$ cat config.mk
export PLATFORM = sky130hd
export DESIGN_NAME = axi_read_arbiter
export DESIGN_NICKNAME = d
export VERILOG_FILES = /design/src/rtl/axi_read_arbiter_pkg.sv /design/src/rtl/rr_arbiter.sv /design/src/rtl/axi_read_arbiter.sv
export SDC_FILE = /design/constraint.sdc
export NUM_CORES = 1
export LEC_CHECK = 0
export CAP_MARGIN = 20
export CORE_AREA = 2 2 119 121
export CTS_BUF_LIST = sky130_fd_sc_hd__clkbuf_2
export CTS_CLUSTER_SIZE = 40
export DETAILED_ROUTE_END_ITERATION = 8
export DIE_AREA = 0 0 121 123
export GPL_TIMING_DRIVEN = 0
export PLACE_DENSITY = 0.7
export SYNTH_ARGS = -nofsm -noshare
export SYNTH_HDL_FRONTEND = slang
export SYNTH_SLANG_ARGS = --single-unit
export TNS_END_PERCENT = 10
$ cat constraint.sdc
create_clock -name clk -period 1.6 [get_ports clk]
set_input_delay 0.16 -clock clk [delete_from_list [all_inputs] [get_ports clk]]
set_output_delay 0.16 -clock clk [all_outputs]
set_load 0.01 [all_outputs]
$ cat src/rtl/axi_read_arbiter_pkg.sv
// Shared definitions for the cache-side AXI read arbiter.
package axi_read_arbiter_pkg;

    // AXI burst type encodings
    typedef enum logic [1:0] {
        BURST_FIXED = 2'b00,
        BURST_INCR  = 2'b01,
        BURST_WRAP  = 2'b10
    } axi_burst_e;

    // AXI response encodings
    typedef enum logic [1:0] {
        RESP_OKAY   = 2'b00,
        RESP_EXOKAY = 2'b01,
        RESP_SLVERR = 2'b10,
        RESP_DECERR = 2'b11
    } axi_resp_e;

    // Requester indices
    localparam int unsigned ICACHE_MASTER = 0;
    localparam int unsigned DCACHE_MASTER = 1;

    // Arbiter FSM encoding
    localparam logic [1:0] ST_IDLE = 2'd0;
    localparam logic [1:0] ST_AR   = 2'd1;
    localparam logic [1:0] ST_R    = 2'd2;

endpackage

$ cat src/rtl/rr_arbiter.sv
// Round-robin arbiter: picks the first requester above last_grant, wrapping.
// Purely combinational so it can be shared by the read and write arbiters.
module rr_arbiter #(
    parameter int N  = 2,
    parameter int IW = $clog2(N)
) (
    input  logic [N-1:0]  req,
    input  logic [IW-1:0] last_grant,
    output logic          valid,
    output logic [N-1:0]  grant,
    output logic [IW-1:0] grant_idx
);

    int            cand;
    logic [IW-1:0] cand_idx;

    // Scan upward from last_grant+1; the first hit wins.
    always_comb begin
        valid     = 1'b0;
        grant     = '0;
        grant_idx = '0;
        cand      = 0;
        cand_idx  = '0;
        for (int i = 1; i <= N; i++) begin
            cand     = (int'(last_grant) + i) % N;
            cand_idx = IW'(cand);
            if (!valid && req[cand_idx]) begin
                valid     = 1'b1;
                grant_idx = cand_idx;
            end
        end
        if (valid) begin
            grant[grant_idx] = 1'b1;
        end
    end

endmodule

$ cat src/rtl/axi_read_arbiter.sv
// Shares one AXI read channel between the cache refill masters.
// One burst in flight at a time; grant bits are prepended to the slave ID
// so returning beats can be checked against the current owner.
module axi_read_arbiter
    import axi_read_arbiter_pkg::*;
#(
    parameter int MASTER_NUM = 2,
    parameter int ADDR_WIDTH = 32,
    parameter int DATA_WIDTH = 64,
    parameter int ID_WIDTH   = 4,
    parameter int SID_WIDTH  = ID_WIDTH + $clog2(MASTER_NUM)
) (
    input  logic                                  clk,
    input  logic                                  rst,
    // Master AR
    input  logic [MASTER_NUM-1:0]                 m_arvalid,
    output logic [MASTER_NUM-1:0]                 m_arready,
    input  logic [MASTER_NUM-1:0][ADDR_WIDTH-1:0] m_araddr,
    input  logic [MASTER_NUM-1:0][ID_WIDTH-1:0]   m_arid,
    input  logic [MASTER_NUM-1:0][7:0]            m_arlen,
    input  logic [MASTER_NUM-1:0][2:0]            m_arsize,
    input  logic [MASTER_NUM-1:0][1:0]            m_arburst,
    // Master R
    output logic [MASTER_NUM-1:0]                 m_rvalid,
    input  logic [MASTER_NUM-1:0]                 m_rready,
    output logic [DATA_WIDTH-1:0]                 m_rdata,
    output logic [ID_WIDTH-1:0]                   m_rid,
    output logic [1:0]                            m_rresp,
    output logic                                  m_rlast,
    // Slave AR
    output logic                                  s_arvalid,
    input  logic                                  s_arready,
    output logic [ADDR_WIDTH-1:0]                 s_araddr,
    output logic [SID_WIDTH-1:0]                  s_arid,
    output logic [7:0]                            s_arlen,
    output logic [2:0]                            s_arsize,
    output logic [1:0]                            s_arburst,
    // Slave R
    input  logic                                  s_rvalid,
    output logic                                  s_rready,
    input  logic [DATA_WIDTH-1:0]                 s_rdata,
    input  logic [SID_WIDTH-1:0]                  s_rid,
    input  logic [1:0]                            s_rresp,
    input  logic                                  s_rlast,
    // Status
    output logic                                  err
);

    localparam int GW = $clog2(MASTER_NUM);

    logic [1:0]            state_q, state_d;
    logic [GW-1:0]         grant_q;
    logic [GW-1:0]         last_grant_q;
    logic [ADDR_WIDTH-1:0] addr_q;
    logic [ID_WIDTH-1:0]   id_q;
    logic [7:0]            len_q;
    logic [2:0]            size_q;
    logic [1:0]            burst_q;
    logic [7:0]            beat_q;
    logic                  err_q;

    logic                  arb_valid;
    logic [MASTER_NUM-1:0] arb_grant;
    logic [GW-1:0]         arb_idx;
    logic                  ar_take;
    logic                  ar_done;
    logic                  r_hs;
    logic                  err_set;

    rr_arbiter #(
        .N  (MASTER_NUM),
        .IW (GW)
    ) u_rr_arbiter (
        .req        (m_arvalid),
        .last_grant (last_grant_q),
        .valid      (arb_valid),
        .grant      (arb_grant),
        .grant_idx  (arb_idx)
    );

    // FSM next state and channel steering
    always_comb begin
        state_d   = state_q;
        m_arready = '0;
        s_arvalid = 1'b0;
        m_rvalid  = '0;
        s_rready  = 1'b0;
        ar_take   = 1'b0;
        ar_done   = 1'b0;
        r_hs      = 1'b0;
        case (state_q)
            ST_IDLE: begin
                if (arb_valid) begin
                    m_arready = arb_grant;
                    ar_take   = 1'b1;
                    state_d   = ST_AR;
                end
            end
            ST_AR: begin
                s_arvalid = 1'b1;
                if (s_arready) begin
                    ar_done = 1'b1;
                    state_d = ST_R;
                end
            end
            ST_R: begin
                m_rvalid[grant_q] = s_rvalid;
                s_rready          = m_rready[grant_q];
                r_hs              = s_rvalid & m_rready[grant_q];
                if (r_hs && s_rlast) begin
                    state_d = ST_IDLE;
                end
            end
            default: state_d = ST_IDLE;
        endcase
    end

    // Slave AR fields come only from the latched request
    assign s_araddr  = addr_q;
    assign s_arid    = {grant_q, id_q};
    assign s_arlen   = len_q;
    assign s_arsize  = size_q;
    assign s_arburst = burst_q;

    // R payload is a zero-latency pass-through; grant bits are stripped from the ID
    assign m_rdata = s_rdata;
    assign m_rresp = s_rresp;
    assign m_rlast = s_rlast;
    assign m_rid   = s_rid[ID_WIDTH-1:0];

    // Protocol checks on the returning beats
    always_comb begin
        err_set = 1'b0;
        if (s_rvalid && (state_q != ST_R)) begin
            err_set = 1'b1;
        end
        if (s_rvalid && (state_q == ST_R) && (s_rid[SID_WIDTH-1 -: GW] != grant_q)) begin
            err_set = 1'b1;
        end
        if (r_hs && s_rlast && (beat_q != len_q)) begin
            err_set = 1'b1;
        end
        if (r_hs && !s_rlast && (beat_q == len_q)) begin
            err_set = 1'b1;
        end
    end

    // FSM state register
    always_ff @(posedge clk or negedge rst) begin
        if (!rst) begin
            state_q <= ST_IDLE;
        end else begin
            state_q <= state_d;
        end
    end

    // Capture the winning request so the slave sees stable fields
    always_ff @(posedge clk or negedge rst) begin
        if (!rst) begin
            grant_q <= '0;
            addr_q  <= '0;
            id_q    <= '0;
            len_q   <= '0;
            size_q  <= '0;
            burst_q <= '0;
        end else if (ar_take) begin
            grant_q <= arb_idx;
            addr_q  <= m_araddr[arb_idx];
            id_q    <= m_arid[arb_idx];
            len_q   <= m_arlen[arb_idx];
            size_q  <= m_arsize[arb_idx];
            burst_q <= m_arburst[arb_idx];
        end
    end

    // Round-robin pointer advances only when a burst completes
    always_ff @(posedge clk or negedge rst) begin
        if (!rst) begin
            last_grant_q <= GW'(MASTER_NUM - 1);
        end else if (r_hs && s_rlast) begin
            last_grant_q <= grant_q;
        end
    end

    // Beat counter for burst-length checking
    always_ff @(posedge clk or negedge rst) begin
        if (!rst) begin
            beat_q <= '0;
        end else if (ar_done) begin
            beat_q <= '0;
        end else if (r_hs) begin
            beat_q <= beat_q + 8'd1;
        end
    end

    // Sticky error flag
    always_ff @(posedge clk or negedge rst) begin
        if (!rst) begin
            err_q <= 1'b0;
        end else if (err_set) begin
            err_q <= 1'b1;
        end
    end

    assign err = err_q;

endmodule

* After elaboration in Yosys (flattened, before gate mapping) *
Index checks and enable logic that the tools add are counted.

word-level totals
  flip-flop bits (word level) = 62
  input port bits = 178
  output and inout port bits = 128

operators by class
  add/sub/neg operators = 3
  $lt $le $gt $ge = 6
  eq/ne operators = 9
  muxes and demuxes = 44
  bitwise gates (word level) = 2
  reduce and logical (&&, ||, !) cells = 16

operators by type and width
  cell                   number
  $mux W32               2
  $mux W8                4
  $mux W1                23
  $mux W2                8
  $logic_and A1 B1 Y1    11
  $add A8 B1 Y8 const B  1
  $eq A8 B8 Y1           1
  $lt A1 B2 Y1 const B   4
  $mux W4                2
  $ne A2 B2 Y1 const B   4
  $ne A8 B8 Y1           1
  $mux W3                2
  $pmux W2 S3            1
  $reduce_and A3 Y1      1
  $add A1 B1 Y1 const B  2
  $and A2 B2 Y2          1
  $demux W1 S1           2
  $eq A2 B1 Y1 const B   1
  $eq A2 B2 Y1 const B   1
  $ge A1 B1 Y1 const B   2
  $logic_not A1 Y1       2
  $logic_not A2 Y1       1
  $reduce_bool A2 Y1     1
  $and A1 B1 Y1          1
  $ne A1 B1 Y1           1

* Depth between registers and ports, before layout *
  word-level depth = 13
  depth in mapped cells = 6
  gate-level depth less buffers = 4

* Hierarchy *
From an unflattened synthesis, not the netlist that was laid out.

second synthesis, totals
  cells, all modules = 373
  area total of the unflattened synthesis = 3611.0 µm²

modules (own cells, without submodules)
  module            times used  cells an instance  area an instance (µm²)
  axi_read_arbiter  1           368                3578.4
  rr_arbiter        1           5                  32.5

* Worst setup path after synthesis *
OpenSTA, ideal clock, no wires.

  path type = reg2reg
  start = reg last_grant_q
  end = reg addr_q[10] (netlist: s_araddr[10])
  setup time = 67 ps
  arrival time = 1482 ps
  data required time = 1533 ps
  setup slack = 51 ps
  stages on the path, launching flop included = 6
  buffers on the path = 1
  clock period less this slack = 1549 ps
  path through = dfstp_2 nand2_1 a2111oi_4 buf_6 a22oi_1 nand2_1

on the way
  word-level cells in the longest chain between the ends = 9
  elaborated cells between the ends (all ways) = 16
  those cells by class = 2 x add/sub; 12 x mux; 2 x reduce/logical

ends and longest elaborated chain
  item                                                       RTL line                                         text
  start, declared                                            axi_read_arbiter.sv:53                           logic [GW-1:0] last_grant_q;
  start signal, assigned                                     axi_read_arbiter.sv:179                          last_grant_q <= GW'(MASTER_NUM - 1);
  start signal, assigned                                     axi_read_arbiter.sv:181                          last_grant_q <= grant_q;
  $add A1 B1 Y1                                              rr_arbiter.sv:25                                 cand = (int'(last_grant) + i) % N;
  $mux W1 (implied by the code) (2 in a row)                 rr_arbiter.sv:27                                 if (!valid && req[cand_idx]) begin
  $mux W1                                                    rr_arbiter.sv:27
  $logic_not A1 Y1                                           rr_arbiter.sv:27
  $logic_and A1 B1 Y1                                        rr_arbiter.sv:27
  $mux W1                                                    rr_arbiter.sv:27
  $mux W32 (implied by the code) or $mux W1 (tied branches)  axi_read_arbiter.sv:168, axi_read_arbiter.sv:93
  $mux W32 (implied by the code) or $mux W1 (tied branches)  axi_read_arbiter.sv:168, axi_read_arbiter.sv:91
  end signal, assigned                                       axi_read_arbiter.sv:168                          addr_q <= m_araddr[arb_idx];
  end, declared                                              axi_read_arbiter.sv:54                           logic [ADDR_WIDTH-1:0] addr_q;

Parallel ways exist; a longest one is shown, timed or not. The select of a mux whose other input is x is not followed.
A chain may end at the register's enable or synchronous reset.

* Final worst setup path *
  start = reg last_grant_q
  end = out m_arready[0]

on the way
  word-level cells in the longest chain between the ends = 13
  elaborated cells between the ends (all ways) = 19
  those cells by class = 2 x add/sub; 2 x order compare; 12 x mux; 3 x reduce/logical

ends and longest elaborated chain
  item                                                                RTL line                text
  $add A1 B1 Y1                                                       rr_arbiter.sv:25
  $mux W1 (implied by the code) (2 in a row)                          rr_arbiter.sv:27
  $mux W1                                                             rr_arbiter.sv:27
  $logic_not A1 Y1                                                    rr_arbiter.sv:27
  $logic_and A1 B1 Y1                                                 rr_arbiter.sv:27
  $mux W1                                                             rr_arbiter.sv:27
  $lt A1 B2 Y1 (implied by the code) or $ge A1 B1 Y1 (tied branches)  rr_arbiter.sv:33        grant[grant_idx] = 1'b1;
  $logic_and A1 B1 Y1 (implied by the code)                           rr_arbiter.sv:33
  $mux W1 (implied by the code)                                       rr_arbiter.sv:33
  $demux W1 S1                                                        -
  $mux W2 (*)                                                         axi_read_arbiter.sv:93  if (arb_valid) begin
  $mux W2 (*)                                                         axi_read_arbiter.sv:91  case (state_q)
  end, declared                                                       axi_read_arbiter.sv:17  output logic [MASTER_NUM-1:0] m_arready,

Every way passes the cells marked *; elsewhere a longest branch is shown, timed or not. The select of a mux whose other input is x is not followed.

==> impl_metrics.ini <==
[logic_synthesis]
synth_top_area_cell = sky130_fd_sc_hd__dfrtp_1
synth_top_area_share_pct = 44.4
syn-num-nets = 549
synthesis.area_per_instance_sq_um = 9.29
postSynth.topFlopCell = sky130_fd_sc_hd__dfrtp_1
synth_seq_area_share_pct = 45.2
synthesis.area_sq_mm = 0.00344
synthCells = 370
synth_cell_types = 35
synth_warnings = 0
synth_edf_count = 0
synth_seq_cells = 62
synth_top_cells_by_area = sky130_fd_sc_hd__dfrtp_1 (44%), sky130_fd_sc_hd__buf_4 (16%), sky130_fd_sc_hd__nand2_1 (11%)
synth-async-reset-ratio_pct = 100

[global_route]
gr-usage-all-layers_pct = 14.9
antenna_found_initial = 0
first_global_vias = 3443
largest_net_degree_at_the_start_of_global_routing = 33
grt.overflow.total = 0
grt_first_pass_wirelength_mm = 17.2

[power]
p_clk_share_pct = 11.7
power_frac_comb_pct = 55.1
cellLeakagePower_uw = 0.00298
pwr-share-seq_pct = 33.2
power_density_mw_per_mm2 = 1270
netSwitchingPower_uw = 3190
netSwitchingFraction_pct = 39.7
ir_drop_worst_vdd_mv = 0.485
internal-power_uw = 4860
report.power.total_uw = 8050

[cells_and_area]
antennaDiodeCount = 0
num-fill-cells = 1309
post_route_cells_drive_above_1_share_pct = 24.2
final_net_count = 811
final_cells = 817
multi_input_comb_area_sq_mm = 0.00136
regArea_sq_mm = 0.00156
areaGrowthSynthToFinish_pct = 84.9

[status]
failing_checks = setup timing
status = complete, but fails checks

[worst_setup_path]
end_kind = output port
setup.worst_path.start_class = flop
crit_top_cell = sky130_fd_sc_hd__buf_6
crit_path_top_delay_cell = sky130_fd_sc_hd__dfstp_2
worstPathArrival_ns = 1.72
largest_delay_share_family_worst_path = flip-flops
worst_path_largest_cell_delay_ns = 0.60
cp_cell_sequence = nand2_4, a2111oi_4, buf_6, buf_6
rr_worst_depth = 6
maximum_fanout_encountered_on_the_critical_timing_path = 2
r2r-end = beat_q[7]
crit_type = flop to output port
worstReg2RegStart = state_q[0]
rrSetupSlack_ns = -0.06
cp_num_buf_inv = 2
worst_ep_required_time_ns = 1.44

[sta]
layout_setup_ws_ns = -0.280
min_period_ns = 1.88
final.hold.worst_slack_ns = 0.234
fin_setup_tns_ns = -1.23
pins_over_their_slew_limit = 0
timing.final.setup_violations = 28
max_slew_margin_pct = 49.0
grt_setup_unrepaired = yes
worstMarginPinSlew_ns = 0.759
post-route-period-util_pct = 117
timing_hold_violations_final = 0
max_clock_freq_mhz = 532
finalClockSkew_ns = 0.0269

[routing]
ant_nets = 0
vias = 3495
first_pass_iters = 4
routedWlPerCell_um = 14.2
via_per_inst = 4.28
drcViolationCount = 0
drt_first_iter_violations = 74
routed_wl_mm = 11.6

[cts]
numCtsBuffers = 9
cts_sinks = 62
htree_levels = 3
clk_pin_slew_worst_paths_ns = 0.19
cts.root.buffer_cell = sky130_fd_sc_hd__clkbuf_2
cts.path.max_buffers = 2
tritoncts = yes
clock_insertion_delay_worst_skew_ns = 0.49

[die]
die_width_um = 121
core_sq_mm = 0.0136
floorplan_row_count = 43
dieHeight_um = 123
io_pins = 306
design.die.area_sq_mm = 0.0149
initial_utilization_pct = 25.3

[place]
gpl.final_weighted_congestion = 0.855
port_buffers = 235
total_placed_cells_including_tap_cells = 786
dp_worst_setup_slack_ns = -0.918
hpwl_mm = 9.14

[min_path]
worst_hold_path_type = input port to asynchronous set/reset pin

[flow_run]
cap_viol_max_count = 0
==> state kept, by name, summed over array words and instances, names as in the netlist, 2 cells and up <==
| name | count |
|---|---|
| beat_q | 8 |
| s_arlen | 8 |
| s_arburst | 2 |
| state_q | 2 |
| id_q | 4 |
| s_araddr | 32 |
| s_arsize | 3 |
==> timing repair <==
item                                    CTS  global route
hold buffers                              1             0
gates cloned                              0             0
gates resized for setup                  94            40
pin swaps                                 6             2
endpoints found under the hold margin    30             0
endpoints found under the setup margin  109            66
buffers inserted                          9             6
==> power groups by stage <==
stage	sequential [uW]	combinational (uW)	clock [uW]
finish	2670	4440	941
detailed placement	2760	4470	0
floorplan	2990	1790	0
global route	2780	4900	1060
global placement	2710	4400	0
CTS	2680	4240	992
==> cell type report <==
type | instances | area share, %
plain buffers | 89 | 10.7
repair buffers | 252 | 38.2
clock inverters | 6 | 0.826
inverters | 2 | 0.118
well taps | 180 | 3.54
flip-flops and latches | 62 | 24.5
clock buffers | 10 | 0.787
multi-input cells | 216 | 21.3
==> logic make-up after synthesis <==
| logic type | synth area share, % |
|---|---|
| AO/OA/AOI/OAI | 13.2 |
| adder cells (fa/ha/maj) | 0.364 |
| buffers and inverters | 19.1 |
| AND/OR/NAND/NOR | 17.3 |
| XOR/XNOR | 3.82 |
| flip-flops | 45.2 |
| multiplexers | 1.06 |
==> Yosys cell counts, types with 3 or more instances <==
cell / number
sky130_fd_sc_hd__buf_6: 5
sky130_fd_sc_hd__nand2_1: 105
sky130_fd_sc_hd__nor4_1: 3
sky130_fd_sc_hd__and2_1: 4
sky130_fd_sc_hd__clkbuf_1: 12
sky130_fd_sc_hd__dfrtp_1: 61
sky130_fd_sc_hd__nand4_1: 4
sky130_fd_sc_hd__nor2_1: 10
sky130_fd_sc_hd__a22oi_1: 49
sky130_fd_sc_hd__xnor2_1: 13
sky130_fd_sc_hd__buf_4: 73
sky130_fd_sc_hd__nand3_1: 3
==> stage by stage <==
stage | util (%) | area, sq um
floorplan | - | 3440
global placement | 44.2 | 6020
detailed placement | 44.3 | 6030
CTS | 45.3 | 6170
global route | 46.7 | 6360
finish | 46.7 | 6360
==> per-layer routing <==
layer	wire [um]	track usage, %	vias to the layer above	share of wire, %
li1	-	-	1697	-
met1	4410	17.4	1625	38
met2	5990	25.4	158	52
met3	968	4.38	15	8.4
met4	206	6.76	0	1.8
met5	0	0	-	0
==> worst reg2reg max path: stages, from the launching register on <==
cell and delay (ns):
sky130_fd_sc_hd__dfrtp_2 0.46, sky130_fd_sc_hd__buf_6 0.14, sky130_fd_sc_hd__and3b_4 0.29, sky130_fd_sc_hd__buf_6 0.11, sky130_fd_sc_hd__nand2_4 0.06, sky130_fd_sc_hd__or4_4 0.41, sky130_fd_sc_hd__a21oi_2 0.12
==> how the worst max path moves through the flow <==
stage / startpoint / end / slack (ns) / cells after the start
2_1_floorplan: last_grant_q / s_araddr[10] / 0.05 / 5
3_3_place_gp: rst / s_araddr[20] / -1.67 / 1
3_5_place_dp: m_arvalid[0] / m_arready[1] / -0.92 / 6
4_1_cts: last_grant_q / m_arready[0] / -0.38 / 4
5_1_grt: last_grant_q / m_arready[0] / -0.44 / 4
6_report: last_grant_q / m_arready[0] / -0.28 / 4
==> cell usage in the layout, fill, tap and decap left out, types with 4 or more instances in the layout <==
| cell type | n |
|---|---|
| sky130_fd_sc_hd__clkdlybuf4s50_1 | 177 |
| sky130_fd_sc_hd__dlygate4sd2_1 | 50 |
| sky130_fd_sc_hd__buf_4 | 88 |
| sky130_fd_sc_hd__a22oi_2 | 13 |
| sky130_fd_sc_hd__clkbuf_2 | 10 |
| sky130_fd_sc_hd__nand4_1 | 4 |
| sky130_fd_sc_hd__dfrtp_1 | 59 |
| sky130_fd_sc_hd__nor2_1 | 8 |
| sky130_fd_sc_hd__a22oi_1 | 36 |
| sky130_fd_sc_hd__buf_6 | 14 |
| sky130_fd_sc_hd__nand2_1 | 104 |
| sky130_fd_sc_hd__clkbuf_1 | 6 |
| sky130_fd_sc_hd__xnor2_1 | 13 |
Note: power is estimated with default switching activity, not from simulation.
